[config.mk]
export PLATFORM = sky130hd
export DESIGN_NAME = fetch_queue
export DESIGN_NICKNAME = d
export VERILOG_FILES = /design/src/rtl/fetch_queue.sv
export SDC_FILE = /design/constraint.sdc
export NUM_CORES = 1
export LEC_CHECK = 0
export ABC_AREA = 1
export CAP_MARGIN = 20
export CORE_MARGIN = 4
export CORE_UTILIZATION = 46
export DETAILED_ROUTE_END_ITERATION = 8
export PLACE_DENSITY_LB_ADDON = 0.15
export SLEW_MARGIN = 0
export SYNTH_ARGS = -nofsm -noshare
export SYNTH_HDL_FRONTEND = slang
export SYNTH_SLANG_ARGS = --single-unit
[constraint.sdc]
create_clock -name clk -period 8.02 [get_ports clk]
set_input_delay 0.802 -clock clk [delete_from_list [all_inputs] [get_ports clk]]
set_output_delay 0.802 -clock clk [all_outputs]
set_load 0.01 [all_outputs]
[src/rtl/fetch_queue.sv]
// Instruction fetch queue: circular buffer of {instruction, pc} pairs between
// instruction memory and the decoder. Latency: 1 cycle push-to-head, no bypass.
// Backpressure: in_ready drops while full; a push offered while full is ignored.
//
// Ports:
//   clk, reset                         - single clock, async active-high reset
//   in_valid/in_ready                  - push handshake from instruction memory
//   in_instruction, in_pc              - fetched word and the PC it came from
//   out_valid/out_ready                - pop handshake to the decoder
//   out_instruction, out_pc            - head entry, forced to 0 while empty
//   flush                              - drop every entry (jump/return taken)
//   count, full, empty                 - occupancy status
module fetch_queue #(
  parameter int DEPTH = 4,
  parameter int WIDTH = 16
) (
  input  logic                     clk,
  input  logic                     reset,
  input  logic                     in_valid,
  input  logic [WIDTH-1:0]         in_instruction,
  input  logic [WIDTH-1:0]         in_pc,
  output logic                     in_ready,
  output logic                     out_valid,
  output logic [WIDTH-1:0]         out_instruction,
  output logic [WIDTH-1:0]         out_pc,
  input  logic                     out_ready,
  input  logic                     flush,
  output logic [$clog2(DEPTH):0]   count,
  output logic                     full,
  output logic                     empty
);

  localparam int PW = $clog2(DEPTH);
  localparam int CW = PW + 1;
  localparam logic [CW-1:0] DEPTH_C = CW'(DEPTH);

  typedef struct packed {
    logic [WIDTH-1:0] instruction;
    logic [WIDTH-1:0] pc;
  } entry_t;

  entry_t        mem [DEPTH];
  logic [PW-1:0] wr_ptr;
  logic [PW-1:0] rd_ptr;
  logic          push;
  logic          pop;
  entry_t        head;

  // Status is decoded from count alone, so an asynchronous reset clearing
  // count immediately shows an empty, ready queue without waiting for a clock.
  assign full      = (count == DEPTH_C);
  assign empty     = (count == '0);
  assign in_ready  = !full;
  assign out_valid = !empty;
  assign push      = in_valid && in_ready;
  assign pop       = out_valid && out_ready;

  assign head            = mem[rd_ptr];
  assign out_instruction = out_valid ? head.instruction : '0;
  assign out_pc          = out_valid ? head.pc          : '0;

  // Pointers and occupancy. DEPTH is a power of two, so plain increment of a
  // PW-bit pointer wraps from DEPTH-1 back to 0.
  always_ff @(posedge clk or posedge reset) begin
    if (reset) begin
      wr_ptr <= '0;
      rd_ptr <= '0;
      count  <= '0;
    end else if (flush) begin
      // Flush wins over any same-cycle push or pop.
      wr_ptr <= '0;
      rd_ptr <= '0;
      count  <= '0;
    end else begin
      if (push) wr_ptr <= wr_ptr + PW'(1);
      if (pop)  rd_ptr <= rd_ptr + PW'(1);
      case ({push, pop})
        2'b10:   count <= count + CW'(1);
        2'b01:   count <= count - CW'(1);
        default: count <= count;
      endcase
    end
  end

  // Entry storage. Stale entries left behind by pop or flush are never
  // visible because the output mux is gated by out_valid.
  always_ff @(posedge clk or posedge reset) begin
    if (reset) begin
      for (int i = 0; i < DEPTH; i++) begin
        mem[i] <= '0;
      end
    end else if (push && !flush) begin
      mem[wr_ptr] <= '{instruction: in_instruction, pc: in_pc};
    end
  end

endmodule

* Yosys cells after proc, flatten, opt, wreduce, memory -nomap -nowiden
Index checks and enable logic that the tools add are counted.
** Storage, ports and cells
- Bits of input ports :: 37
- Bits in registers :: 135
- Output and inout bits :: 39
- Word-level logic and storage cells :: 48
** Operators by class
- Reduce and logical (&&, ||, !) cells :: 11
- Mux-type cells :: 14
- Bitwise operators :: 2
- Order comparisons :: 3
- Add/subtract/negate cells :: 4
- Eq/ne operators :: 3
** Operators with widths (count)
- bitwise mux 128 bit :: 1
- two-way mux 32 bit :: 3
- binary-select mux 32 bit (select 2 bit) :: 1
- demux 32 bit (select 2 bit) :: 1
- two-way mux 16 bit :: 2
- two-way mux 2 bit :: 4
- >= comparator 3 bit, second input constant :: 2
- NOT 2 -> 3 bit :: 2
- one-hot mux 3 bit (2 select lines) :: 1
- adder 2 x 1 -> 2 bit, second input constant :: 2
- logical AND 1 bit :: 4
- nonzero test 2 bit :: 2
- adder 3 x 1 -> 3 bit, second input constant :: 1
- == test 3 bit, second input constant :: 1
- zero test 1 bit :: 3
- zero test 3 bit :: 1
- < comparator 3 x 1 -> 1 bit, second input constant :: 1
- two-way mux 3 bit :: 1
- nonzero test 3 bit :: 1
- subtractor 3 x 1 -> 3 bit, second input constant :: 1
- == test 2 x 1 -> 1 bit, second input constant :: 1
- == test 2 bit, second input constant :: 1

* Depth between registers and ports, before layout
- Word-level depth :: 6
- Gate-level depth with buffers :: 12

* Worst setup path after synthesis
OpenSTA, ideal clock, no wires.
- Kind :: register to output
- Start :: register count[1]
- End :: output out_pc[10]
- Data required time :: 7.218 ns
- Cell stages (with the launch flop) :: 6
- Slack :: 5.986 ns
- Arrival :: 1.232 ns
- Path through :: dfrtp_1 -> nor2_2 -> nand2_1 -> inv_1 -> buf_2 -> a21oi_1
** On the way
- Word-level cells in the longest chain between the ends :: 2
** Ends and longest elaborated chain
- start, declared :: line 28 : output logic [$clog2(DEPTH):0] count,
- start signal, assigned :: line 78 : 2'b10: count <= count + CW'(1);
- start signal, assigned :: line 79 : 2'b01: count <= count - CW'(1);
- start signal, assigned :: line 80 : default: count <= count;
- zero test 3 bit :: line 52 : assign empty = (count == '0);
- via empty :: line 30 : output logic empty
- two-way mux 16 bit :: line 60 : assign out_pc = out_valid ? head.pc : '0;
- end, declared :: line 25 : output logic [WIDTH-1:0] out_pc,
The timed path passes the listed nets, and every way through them passes these cells.

* Worst setup path in the final report
- Start :: register count[1]
- End :: output out_pc[15]
** On the way
- Word-level cells in the longest chain between the ends :: 2
** Ends and longest elaborated chain (line)
- zero test 3 bit :: 52
- two-way mux 16 bit :: 60
Every way passes these cells.

==> impl_summary.log <==
INFO  metric core.rowCount = 43
INFO  metric most_frequent_cells_in_the_layout = sky130_fd_sc_hd__nand2_1, sky130_fd_sc_hd__dfrtp_1, sky130_fd_sc_hd__nor2_1, sky130_fd_sc_hd__o21ai_1, sky130_fd_sc_hd__clkdlybuf4s50_1
INFO  metric drt-vias-per-instance = 5.193
INFO  metric yosysWarnings = 0
INFO  metric worst_path_dominant_cell_family = buffers and inverters
INFO  metric drt-wirelength-per-cell = 15.45 um
INFO  metric synth_mux_area_frac = 0
INFO  metric die_x = 126.8 um
INFO  metric ant_nets = 0
INFO  metric critical_path.n_buffers_inverters = 3
INFO  metric synth_top_cell_area_share = 0.5207
INFO  metric synth_seq_cells = 135
INFO  metric place_hpwl = 8715 um
INFO  metric synthesis.nets = 792
INFO  metric die_y = 126.8 um
INFO  metric synth.area.top_cells = sky130_fd_sc_hd__dfrtp_1, sky130_fd_sc_hd__nand2_1, sky130_fd_sc_hd__nor2_1, sky130_fd_sc_hd__o21ai_2, sky130_fd_sc_hd__o21ai_1
INFO  metric worst-setup-path-type = register to output pin
INFO  metric ioPinCount = 76
INFO  metric clock.fmax = 0.2813 GHz
INFO  metric post_synthesis_sequential_area_ratio = 0.5207
INFO  metric synth.distinct_cells = 24
INFO  metric layout_worst_path_cycle_share = 0.4432
INFO  metric grt-ovfl-total = 0
INFO  metric timing.final.hold_violations = 0
INFO  metric maximum_number_of_pins_on_one_net_before_global_route_repair = 81
INFO  metric holdWs = 0.4744 ns
INFO  metric vdd.ir_drop.worst = 188.4 uV
INFO  metric clockRootBuffer = sky130_fd_sc_hd__clkbuf_16
INFO  metric outcome = finished clean
INFO  metric diodes = 0
INFO  metric number_of_vias_after_detailed_routing = 5167
INFO  metric final_design_area_no_fill = 0.007801 mm^2
INFO  metric synthToLayoutAreaGrowth = 20.25%
INFO  metric placedInstanceArea = 0.007154 mm^2
INFO  metric cts-resized-gates = 0
INFO  metric cts_htree_levels = 4
INFO  metric drt_wl_total = 15370 um
INFO  metric number_of_antenna_violations_at_the_first_check_in_global_routing = 0
INFO  metric layout_commonest_cell = sky130_fd_sc_hd__nand2_1
INFO  metric timing.critical_path.cells = nor2_2, nand2_1, inv_1, buf_4, a21oi_1, clkdlybuf4s50_1
INFO  metric grt_pass1_wl = 25620 um
INFO  metric finalMaxSlewViolations = 0
INFO  metric power_per_cell_area = 396.0 mW/mm^2
INFO  metric grt_pass1_vias = 5166
INFO  metric syn-instance-count = 750
INFO  metric tritoncts_num_sinks = 135
INFO  metric post_synth_xor_area_fraction = 0.001350
INFO  metric synth_area_in_compound_gates = 0.2069
INFO  metric post-cts-setup-buffer-count = 0
INFO  metric p_leak = 3.633 nW
INFO  metric required = 7.22 ns
INFO  metric cts_hold_buffers = 0
INFO  metric slowest_cell_delay_on_critical_path = 0.50 ns
INFO  metric crit_path_max_fanout = 18
INFO  metric coreArea = 0.01383 mm^2
INFO  metric max-clock-path-buffers = 2
INFO  metric drv.max_cap_violation_count = 0
INFO  metric fin_setup_tns = 0 ns
INFO  metric synth_top_cell_by_area = sky130_fd_sc_hd__dfrtp_1
INFO  metric drt_drc_violations_left = 0
INFO  metric synth_top_family_by_area = compound AO/OA/AOI/OAI gates
INFO  metric drtPass1Iterations = 5
INFO  metric io_buffer_count = 75
INFO  metric path_clk_slew = 0.05 ns
INFO  metric r2r_setup_slack = 6.05 ns
INFO  metric critPathSlowestCell = sky130_fd_sc_hd__inv_1
INFO  metric floorplan.initialDensity = 0.4692
INFO  metric worstPathArrival = 2.75 ns
INFO  metric grt_setup_unrepaired = no
INFO  metric overall_fraction_of_global_route_tracks_in_use = 0.1997
INFO  metric final.min_clock_period = 3.555 ns
INFO  metric timing.final.setup_violations = 0
INFO  metric tritoncts = yes
INFO  metric yosys.area_share.simple = 0.1772
INFO  metric hold_class = register to register
INFO  metric post_synthesis_mean_instance_area = 8.650 um^2
INFO  metric detailedRoute.firstIterationViolations = 408
INFO  metric syn_area = 0.006487 mm^2
INFO  metric timing.slew.headroom = 0.2942
INFO  metric final_net_count = 844
INFO  metric nature_of_the_critical_path_endpoint = output pin
INFO  metric clock-skew-final = 0.004673 ns
INFO  metric layout-drive-gt1-share = 0.1202
INFO  metric start_kind = register
INFO  metric gpl.final_weighted_congestion = 0.7928
INFO  metric design.die.area = 0.01607 mm^2
INFO  metric clk-insertion-delay-late = 0.42 ns
INFO  metric numCtsBuffers = 17
INFO  metric synth_fa_ha_area_frac = 0.01080
INFO  metric worst_pin_slew = 1.057 ns
==> per-layer routing <==
metal  GRT usage  part of all wire  vias up
li1            -                 -     2546
met4     0.06435             0.013        0
met3     0.05137             0.042       18
met2      0.3169              0.47      107
met5           0                 0        -
met1      0.2695              0.47     2496
==> registers in the layout, indices dropped and copies added (netlist names) <==
signal  cells
mem       128
count       3
wr_ptr      2
rd_ptr      2
==> power by group <==
part | switching (W) | internal (W) | total [W] | leakage [nW]
sequential | 0.000150 | 0.000961 | 0.00111 | 1.73
clock | 0.000280 | 0.000528 | 0.000808 | 0.306
combinational | 0.000658 | 0.000513 | 0.00117 | 1.59
==> cell usage after synthesis, drive strengths merged <==
library cell / count
o21ai: 195
nand2: 151
dfrtp: 135
nor2: 131
inv: 43
a21oi: 35
buf: 35
clkbuf: 13
ha: 4
nand3: 4
clkinv: 1
fa: 1
nand3b: 1
xnor2: 1
==> through the flow <==
stage | setup slack [ns] | cells | utilization | power (W)
finish | 4.465 | 995 | 0.5642 | 0.003089
global route | 4.312 | 995 | 0.5642 | 0.003315
CTS | 4.421 | 994 | 0.5622 | 0.003116
detailed placement | 4.893 | 962 | 0.5174 | 0.002291
global placement | 4.609 | 961 | 0.5154 | 0.002254
floorplan | 3.607 | 750 | - | 0.001851
==> layout make-up <==
type	count	area [um^2]
clock buffer	24	501.7
timing repair buffer	81	835.8
tap	180	225.2
multi-input combinational	523	2571
fill	1239	6026
inverter	44	170.2
clock inverter	8	117.6
sequential	135	3379
==> final timing paths <==
| path | startpoint | endpoint | cells after the start |
|---|---|---|---|
| max | count[1]$_DFFE_PP0P_ | out_pc[15] | 6 |
| min | mem[72]$_DFFE_PP0P_ | mem[72]$_DFFE_PP0P_ | 2 |
| max reg2reg | count[1]$_DFFE_PP0P_ | mem[78]$_DFFE_PP0P_ | 7 |
| min reg2reg | mem[72]$_DFFE_PP0P_ | mem[72]$_DFFE_PP0P_ | 2 |
| max in group asynchronous | reset | mem[108]$_DFFE_PP0P_ | 4 |
| min in group asynchronous | reset | count[0]$_DFFE_PP0P_ | 2 |
==> worst register-to-register path: stages, from the launching register on <==
cell and delay, ns:
sky130_fd_sc_hd__dfrtp_1 0.43, sky130_fd_sc_hd__nor2_2 0.22, sky130_fd_sc_hd__nand2_4 0.09, sky130_fd_sc_hd__nand2_4 0.11, sky130_fd_sc_hd__nor2_8 0.07, sky130_fd_sc_hd__nand2_4 0.65
sky130_fd_sc_hd__nand2_1 0.20, sky130_fd_sc_hd__o21ai_2 0.10
==> cells by family after synthesis <==
logic type      count (synthesis)
simple gates                  287
flops                         135
compound gates                230
buf+inv                        92
xor+xnor                        1
fa+ha+maj                       5
Power figures use the tool's default switching activity.
